==> config.mk <==
export PLATFORM = sky130hd
export DESIGN_NAME = home_clock_bcd
export DESIGN_NICKNAME = d
export VERILOG_FILES = /design/src/rtl/home_clock_bcd.sv
export SDC_FILE = /design/constraint.sdc
export NUM_CORES = 1
export LEC_CHECK = 0
export CORE_ASPECT_RATIO = 1.4
export CORE_MARGIN = 2
export CORE_UTILIZATION = 35
export DETAILED_ROUTE_END_ITERATION = 12
export PLACE_DENSITY_LB_ADDON = 0.15
export SKIP_LAST_GASP = 1
export SYNTH_ARGS = -nofsm -noshare
export SYNTH_HDL_FRONTEND = slang
export SYNTH_SLANG_ARGS = --single-unit
==> constraint.sdc <==
create_clock -name clock -period 2.9 [get_ports clock]
set_clock_uncertainty 0.2 [all_clocks]
set_input_delay 0.29 -clock clock [delete_from_list [all_inputs] [get_ports clock]]
set_output_delay 0.29 -clock clock [all_outputs]
set_load 0.05 [all_outputs]
==> src/rtl/home_clock_bcd.sv <==
// 24-hour BCD time-of-day counter. It divides the board clock into simulated seconds
// and emits one-cycle second, midnight and rejected-load pulses.
module home_clock_bcd #(
  parameter int TICK_DIV = 50000000
) (
  input  logic       clock,
  input  logic       resetn,
  input  logic       run,
  input  logic       load,
  input  logic [7:0] set_hh,
  input  logic [7:0] set_mm,
  output logic [3:0] hour_d1,
  output logic [3:0] hour_d0,
  output logic [3:0] min_d1,
  output logic [3:0] min_d0,
  output logic [3:0] sec_d1,
  output logic [3:0] sec_d0,
  output logic       sec_tick,
  output logic       day_wrap,
  output logic       load_err
);

  localparam int            PW       = $clog2(TICK_DIV);
  localparam logic [PW-1:0] PRE_LAST = PW'(TICK_DIV - 1);

  logic [PW-1:0] pre;
  logic          tick;
  logic          load_ok;
  logic          last_second;
  logic [3:0]    n_h1, n_h0, n_m1, n_m0, n_s1, n_s0;

  assign tick        = run && (pre == PRE_LAST);
  assign last_second = ({hour_d1, hour_d0, min_d1, min_d0, sec_d1, sec_d0} == 24'h235959);

  // Every nibble must be a decimal digit, hours at most 23, minutes at most 59.
  assign load_ok = (set_hh[7:4] <= 4'd2) && (set_hh[3:0] <= 4'd9) &&
                   ((set_hh[7:4] != 4'd2) || (set_hh[3:0] <= 4'd3)) &&
                   (set_mm[7:4] <= 4'd5) && (set_mm[3:0] <= 4'd9);

  // NOTE: every output of this block gets a default first, so no path leaves a latch.
  always_comb begin
    n_s0 = sec_d0 + 4'd1;
    n_s1 = sec_d1;
    n_m0 = min_d0;
    n_m1 = min_d1;
    n_h0 = hour_d0;
    n_h1 = hour_d1;
    if (sec_d0 == 4'd9) begin
      n_s0 = 4'd0;
      n_s1 = sec_d1 + 4'd1;
      if (sec_d1 == 4'd5) begin
        n_s1 = 4'd0;
        n_m0 = min_d0 + 4'd1;
        if (min_d0 == 4'd9) begin
          n_m0 = 4'd0;
          n_m1 = min_d1 + 4'd1;
          if (min_d1 == 4'd5) begin
            n_m1 = 4'd0;
            n_h0 = hour_d0 + 4'd1;
            if (hour_d1 == 4'd2 && hour_d0 == 4'd3) begin
              n_h1 = 4'd0;
              n_h0 = 4'd0;
            end else if (hour_d0 == 4'd9) begin
              n_h0 = 4'd0;
              n_h1 = hour_d1 + 4'd1;
            end
          end
        end
      end
    end
  end

  // NOTE: state registers use non-blocking assignments so every register samples pre-edge values.
  always_ff @(posedge clock or negedge resetn) begin
    if (!resetn) begin
      pre      <= '0;
      hour_d1  <= 4'd0;
      hour_d0  <= 4'd0;
      min_d1   <= 4'd0;
      min_d0   <= 4'd0;
      sec_d1   <= 4'd0;
      sec_d0   <= 4'd0;
      sec_tick <= 1'b0;
      day_wrap <= 1'b0;
      load_err <= 1'b0;
    end else begin
      sec_tick <= 1'b0;
      day_wrap <= 1'b0;
      load_err <= 1'b0;
      if (load) begin
        // A load swallows any tick on the same edge; a rejected load also freezes pre.
        if (load_ok) begin
          pre     <= '0;
          hour_d1 <= set_hh[7:4];
          hour_d0 <= set_hh[3:0];
          min_d1  <= set_mm[7:4];
          min_d0  <= set_mm[3:0];
          sec_d1  <= 4'd0;
          sec_d0  <= 4'd0;
        end else begin
          load_err <= 1'b1;
        end
      end else if (run) begin
        if (tick) begin
          pre      <= '0;
          hour_d1  <= n_h1;
          hour_d0  <= n_h0;
          min_d1   <= n_m1;
          min_d0   <= n_m0;
          sec_d1   <= n_s1;
          sec_d0   <= n_s0;
          sec_tick <= 1'b1;
          day_wrap <= last_second;
        end else begin
          pre <= pre + PW'(1);
        end
      end
    end
  end

endmodule

==> load_flow_metrics.sql, run 1 <==
INSERT INTO impl_metrics (metric_group, metric, value, unit) VALUES
('grt', 'busiest_layer', 'met2', ''),
('synthesis', 'synth-warning-count', '0', ''),
('layout', 'layout_commonest_cell', 'dfrtp_1', ''),
('timing', 'crit_share_post_route', '0.895', ''),
('synthesis', 'synthesized_net_count', '398', ''),
('power_and_ir_drop', 'vdd_drop_max', '0.238', 'mV'),
('detailed_routing', 'dr.first_iter.drc_count', '166', ''),
('setup_path', 'worst_path_max_delay_cell', 'or4b_4', ''),
('setup_path', 'critical_path.cell_chain', 'or4b_4, nor4_4, nand3_2, a2bb2oi_2, mux2_2', ''),
('detailed_routing', 'drt-vias-per-instance', '6.04', ''),
('grt', 'grt_overflow', '0', ''),
('clock_tree', 'post-cts-setup-buffers', '0', ''),
('synthesis', 'syn-instance-count', '369', ''),
('synthesis', 'synthesized_area_per_cell', '9.08', 'µm²'),
('synthesis', 'synth_xor_xnor_area_share', '0.00261', ''),
('detailed_routing', 'detail-route-antenna-nets', '0', ''),
('timing', 'max_transition_viols_final', '0', ''),
('clock_tree', 'clock_insertion_delay_at_the_later_pin_of_the_skew_report', '0.30', 'ns'),
('clock_tree', 'clock_sink_count', '53', ''),
('synthesis', 'synth_top_family_by_area', 'simple AND/OR/NAND/NOR gates', ''),
('place', 'globalplace.congestion', '0.941', ''),
('job', 'max_cap_violations', '0', ''),
('setup_path', 'crit_path_start_kind', 'flip-flop', ''),
('layout', 'diodes', '0', ''),
('setup_path', 'worst_ep_required_time', '2.89', 'ns'),
('layout', 'nNetsFinal', '461', ''),
('die', 'top_level_port_count', '47', ''),
('clock_tree', 'cts_buffers', '5', ''),
('grt', 'pin_count_of_the_biggest_net_entering_global_routing', '54', ''),
('die', 'die_height', '120', 'µm'),
('die', 'initial_utilization', '0.356', ''),
('grt', 'met3_usage', '0.0316', ''),
('grt', 'globalRouteMet2Util', '0.370', ''),
('timing', 'timing.final.crit_period', '2.59', 'ns'),
('power_and_ir_drop', 'static-leakage-power', '0.00164', 'µW'),
('die', 'fp.dieW', '86.7', 'µm'),
('synthesis', 'syn-cell-area', '3350', 'µm²'),
('synthesis', 'ys_seq_elements', '53', ''),
('detailed_routing', 'totalWireLength', '10100', 'µm'),
('grt', 'antenna_found_initial', '0', ''),
('timing', 'maxClockFrequency', '385', 'MHz'),
('synthesis', 'synth_ff_type', 'dfrtp_1', ''),
('detailed_routing', 'drcViolationCount', '0', ''),
('grt', 'grt_pass1_vias', '3283', ''),
('timing', 'fin_tns_setup', '0', 'ns'),
('setup_path', 'timing.critical_path.fanout_max', '8', ''),
('place', 'place_hpwl', '7570', 'µm'),
('setup_path', 'worst_path_dominant_cell_family', 'simple AND/OR/NAND/NOR gates', ''),
('layout', 'area_delta_synth_final', '26.5', '%'),
('status', 'status', 'finished, final reports clean', ''),
('timing', 'tightest_slew', '0.720', 'ns'),
('layout', 'most-common-layout-cells', 'dfrtp_1, clkdlybuf4s50_1, nand2_1, a21oi_1, nand3_1', ''),
('die', 'placementRows', '42', ''),
('setup_path', 'critPathKind', 'flip-flop to flip-flop', ''),
('timing', 'finalHoldViolCount', '0', ''),
('detailed_routing', 'drt_pass1_iterations', '4', ''),
('timing', 'timing.slew.headroom', '0.520', ''),
('place', 'io_buffers', '46', ''),
('layout', 'final_layout_size_suffix_gt1_frac', '0.0993', ''),
('detailed_routing', 'vias', '3278', ''),
('synthesis', 'synth.distinct_cells', '65', ''),
('clock_tree', 'cts.clk_slew.worst_paths', '0.08', 'ns'),
('clock_tree', 'cts_tree', 'built', ''),
('synthesis', 'async_flop_share', '1.00', ''),
('clock_tree', 'buffer_type_at_the_clock_tree_root', 'clkbuf_16', ''),
('layout', 'layout.cells.non_filler', '543', ''),
('layout', 'fillCellCount', '930', ''),
('power_and_ir_drop', 'p_per_area', '505', 'nW/µm²'),
('setup_path', 'critPathArrivalTime', '2.58', 'ns'),
('min_path', 'hp-class', 'flip-flop to flip-flop', ''),
('synthesis', 'synth_seq_area_share', '0.396', '');
[cell families (layout without fill, tap and decap cells)]
logic type               after synthesis  count (layout)
AO/OA/AOI/OAI                        104             104
XOR/XNOR                               1               1
adder cells (fa/ha/maj)                9               9
buffers and inverters                 26              90
flip-flops                            53              53
multiplexers                          17              17
AND/OR/NAND/NOR                      159             159
[stage by stage]
stage          cell area [µm²]  total power (µW)  hold slack [ns]  worst slack [ns]   util
2_1_floorplan             3350              1220           -0.206             0.329      -
3_3_place_gp              4060              1440            0.286             0.262  0.431
3_5_place_dp              4060              1440            0.282             0.242  0.431
4_1_cts                   4240              2150            0.313             0.306  0.451
5_1_grt                   4240              2220            0.348             0.142  0.451
6_report                  4240              2140            0.318             0.305  0.451
[worst register-to-register path: cells and delay by family (launching register included)]
kind | cells | cell delay, ns
AND/OR/NAND/NOR | 3 | 1.29
flip-flops | 1 | 0.43
multiplexers | 1 | 0.34
AO/OA/AOI/OAI | 1 | 0.23
[routing by layer]
| layer | vias to the layer above | wire length, µm | part of all wire |
|---|---|---|---|
| li1 | 1559 | - | - |
| met5 | - | 0 | 0 |
| met3 | 17 | 298 | 0.029 |
| met2 | 79 | 5530 | 0.55 |
| met1 | 1623 | 4000 | 0.40 |
| met4 | 0 | 280 | 0.028 |
[timing repair]
item,CTS,global route
hold buffers,1,0
gates resized for setup,0,0
hold endpoints to repair,53,0
[final timing paths]
path	from	to	slack [ns]	cells past startpoint
setup / recovery	pre[10]$_DFFE_PN0P_	hour_d1[1]$_DFFE_PN0P_	0.31	5
hold / removal	pre[13]$_DFFE_PN0P_	pre[13]$_DFFE_PN0P_	0.32	1
setup reg to reg	pre[10]$_DFFE_PN0P_	hour_d1[1]$_DFFE_PN0P_	0.31	5
hold reg to reg	pre[13]$_DFFE_PN0P_	pre[13]$_DFFE_PN0P_	0.32	1
max in group asynchronous	resetn	hour_d1[2]$_DFFE_PN0P_	1.57	3
min in group asynchronous	resetn	pre[21]$_DFFE_PN0P_	0.47	3
[flip-flops by register name (all words and copies together) (netlist names)]
name and flops:
sec_d0 4, min_d0 4, sec_d1 4, min_d1 4, pre 26, hour_d1 4
sec_tick 1, hour_d0 4, load_err 1, day_wrap 1
[Yosys cell counts, types with 4 or more instances]
library cell	n	share of area
dfrtp_1	53	0.40
o31ai_1	12	0.027
mux2_1	4	0.013
and3_1	7	0.013
o21ai_0	13	0.019
clkbuf_1	10	0.011
or3_1	4	0.0075
nor2_1	19	0.021
and4_1	4	0.010
ha_1	9	0.034
inv_1	12	0.013
nor3_1	14	0.021
a31oi_1	10	0.019
a21oi_1	30	0.045
and2_1	6	0.011
or4_1	11	0.025
nand2_1	33	0.037
mux2i_1	11	0.033
nand3_1	23	0.034
nand4_1	15	0.028
nor4_1	4	0.0075
[layout make-up]
| cell class | instances | area (µm²) | area share |
|---|---|---|---|
| Inverter | 13 | 48.8 | 0.0115 |
| Tap cell | 110 | 138 | 0.0325 |
| Clock buffer | 7 | 143 | 0.0336 |
| Multi-Input combinational cell | 290 | 1920 | 0.454 |
| Timing Repair Buffer | 69 | 631 | 0.149 |
| Clock inverter | 1 | 30.0 | 0.00708 |
| Sequential cell | 53 | 1330 | 0.313 |
[power breakdown]
group	total [µW]	switching (µW)	internal [µW]
logic	541	337	204
clock network	714	282	432
registers	886	88.3	797
total	2140	707	1430
(Power assumes the default switching activity.)
==> inputs of run 2 (changes only) <==
--- a/config.mk
+++ b/config.mk
@@ -5,7 +5,6 @@
 export SDC_FILE = /design/constraint.sdc
 export NUM_CORES = 1
 export LEC_CHECK = 0
-export CORE_ASPECT_RATIO = 1.4
 export CORE_MARGIN = 2
 export CORE_UTILIZATION = 35
 export DETAILED_ROUTE_END_ITERATION = 12
==> run 2 against run 1 <==
Effect of this change:
- via count fell by 3.1%
- sequential cell count did not move
- maximum frequency fell by 2.6%
- critical path depth did not move
- highest routed layer unchanged
- power fell by 9.7%
- register-to-register slack got worse by 0.07 ns
- worst setup slack got worse by 0.070 ns
- clock power fell by 28%
- cell count rose by 2.6%
- combinational power barely moved
==> load_flow_metrics.sql, run 2 (same netlist as run 1, synthesis figures left out) <==
INSERT INTO impl_metrics (metric_group, metric, value, unit) VALUES
('detailed_routing', 'drt-vias-per-instance', '5.70', ''),
('clock_tree', 'clock_tree.htree_level_count', '2', ''),
('layout', 'most-common-layout-cells', 'dfrtp_1, clkdlybuf4s50_1, nand2_1, a21oi_1, nand3_1', ''),
('setup_path', 'worst_path_dominant_cell_family', 'simple AND/OR/NAND/NOR gates', ''),
('setup_path', 'critical_path.n_buffers_inverters', '0', ''),
('die', 'floorplan.die_area', '10400', 'µm²'),
('grt', 'gr-usage-all-layers', '0.189', ''),
('layout', 'layout_commonest_cell', 'dfrtp_1', ''),
('timing', 'maxClockFrequency', '375', 'MHz'),
('clock_tree', 'cts-root-to-sink-buffers', '2', ''),
('layout', 'final_layout_size_suffix_gt1_frac', '0.0911', ''),
('setup_path', 'reg2regPathDepth', '5', ''),
('die', 'fp.dieW', '102', 'µm'),
('min_path', 'hold-path-cell-count', '1', ''),
('clock_tree', 'clock_sink_count', '53', ''),
('die', 'placementRows', '35', ''),
('timing', 'timing.slew.headroom', '0.478', ''),
('die', 'die_height', '102', 'µm'),
('die', 'core_area', '9280', 'µm²'),
('timing', 'max_transition_viols_final', '0', ''),
('layout', 'fillCellCount', '950', ''),
('place', 'place_hpwl', '6760', 'µm'),
('detailed_routing', 'dr.first_iter.drc_count', '201', ''),
('min_path', 'hp-class', 'flip-flop to flip-flop', ''),
('layout', 'nNetsFinal', '457', ''),
('clock_tree', 'cts_tree', 'built', ''),
('timing', 'rsz0062_at_grt', 'false', ''),
('power_and_ir_drop', 'vdd_drop_max', '0.315', 'mV'),
('setup_path', 'timing.critical_path.fanout_max', '8', ''),
('setup_path', 'cp_num_cells', '5', ''),
('timing', 'tightest_slew', '0.783', 'ns'),
('timing', 'worst_hold_slack', '0.319', 'ns'),
('detailed_routing', 'detail-route-antenna-nets', '0', ''),
('layout', 'multi_input_comb_area', '1920', 'µm²'),
('grt', 'pin_count_of_the_biggest_net_entering_global_routing', '39', ''),
('timing', 'fin_tns_setup', '0', 'ns'),
('power_and_ir_drop', 'p_per_area', '461', 'nW/µm²'),
('layout', 'top_register', 'pre', ''),
('layout', 'diodes', '0', ''),
('timing', 'crit_share_post_route', '0.919', ''),
('setup_path', 'crit_path_start_kind', 'flip-flop', ''),
('setup_path', 'worst_ep_required_time', '2.91', 'ns'),
('layout', 'postLayoutCoreUtil', '0.451', ''),
('clock_tree', 'clock_insertion_delay_at_the_later_pin_of_the_skew_report', '0.31', 'ns'),
('clock_tree', 'buffer_type_at_the_clock_tree_root', 'clkbuf_8', ''),
('power_and_ir_drop', 'static-leakage-power', '0.00160', 'µW'),
('setup_path', 'critical_path.cell_chain', 'or4b_4, nor4_4, nand3_2, a2bb2oi_2, mux2_2', ''),
('place', 'io_buffers', '46', ''),
('die', 'top_level_port_count', '47', ''),
('clock_tree', 'cts.clk_slew.worst_paths', '0.10', 'ns'),
('detailed_routing', 'drcViolationCount', '0', ''),
('layout', 'area_delta_synth_final', '25.1', '%'),
('setup_path', 'cpPeakStageDelay', '0.55', 'ns'),
('grt', 'global_route_wire_length_before_repair', '15500', 'µm'),
('grt', 'grt_overflow', '0', ''),
('grt', 'grt_pass1_vias', '3088', ''),
('detailed_routing', 'drt_pass1_iterations', '5', ''),
('layout', 'largest_register_ff_count', '26', ''),
('status', 'status', 'finished, final reports clean', ''),
('place', 'globalplace.congestion', '0.819', ''),
('job', 'max_cap_violations', '0', ''),
('clock_tree', 'cts_buffers', '5', ''),
('layout', 'regArea', '1330', 'µm²'),
('setup_path', 'worst_path_max_delay_cell', 'or4b_4', ''),
('detailed_routing', 'vias', '3177', ''),
('detailed_routing', 'totalWireLength', '9230', 'µm'),
('power_and_ir_drop', 'totalPowerFinal', '1930', 'µW'),
('detailed_routing', 'drt-wirelength-per-cell', '16.6', 'µm'),
('setup_path', 'critPathKind', 'flip-flop to flip-flop', ''),
('timing', 'finalHoldViolCount', '0', ''),
('setup_path', 'critPathArrivalTime', '2.67', 'ns'),
('timing', 'timing.final.crit_period', '2.66', 'ns'),
('timing', 'setup_viol_count_final', '0', ''),
('grt', 'antenna_found_initial', '0', ''),
('die', 'initial_utilization', '0.361', ''),
('setup_path', 'worstSetupEndpointType', 'flip-flop', '');
run 2: per-stage QoR:
| step | setup slack, ns | instance area, µm² | instances |
|---|---|---|---|
| floorplan | 0.329 | 3350 | 369 |
| global placement | 0.297 | 4080 | 549 |
| detailed placement | 0.245 | 4080 | 549 |
| CTS | 0.232 | 4190 | 557 |
| global route | 0.0578 | 4190 | 557 |
| finish | 0.235 | 4190 | 557 |
run 2: cell type report:
class                           instances  share of cell area
Timing Repair Buffer                   65               0.149
Sequential cell                        53               0.317
Tap cell                              129              0.0385
Clock buffer                            5              0.0164
Multi-Input combinational cell        290               0.459
Inverter                               13              0.0116
Clock inverter                          2             0.00836
run 2: per-layer routing:
layer | GRT usage | up-vias | routed length [µm]
li1 | - | 1546 | -
met1 | 0.269 | 1542 | 4530
met2 | 0.297 | 83 | 4220
met3 | 0.0308 | 6 | 381
met4 | 0.0585 | 0 | 96
met5 | 0 | - | 0
run 2: timing repair:
action | in CTS | in global routing
setup buffers | 0 | 0
gates resized for setup | 0 | 0
hold buffers | 1 | 0
hold endpoints to repair | 25 | 0
run 2: worst paths after layout:
kind,to,slack (ns),start
setup / recovery,hour_d1[1]$_DFFE_PN0P_,0.24,pre[11]$_DFFE_PN0P_
hold / removal,pre[13]$_DFFE_PN0P_,0.32,pre[13]$_DFFE_PN0P_
setup reg to reg,hour_d1[1]$_DFFE_PN0P_,0.24,pre[11]$_DFFE_PN0P_
hold reg to reg,pre[13]$_DFFE_PN0P_,0.32,pre[13]$_DFFE_PN0P_
max in group asynchronous,pre[8]$_DFFE_PN0P_,1.58,resetn
min in group asynchronous,sec_d1[1]$_DFFE_PN0P_,0.33,resetn
run 2: where the power goes:
group	leakage [µW]	internal, µW	switching, µW	total [µW]
combinational	0.000851	209	333	542
clock	0.0000540	252	259	511
sequential	0.000692	797	83.9	881
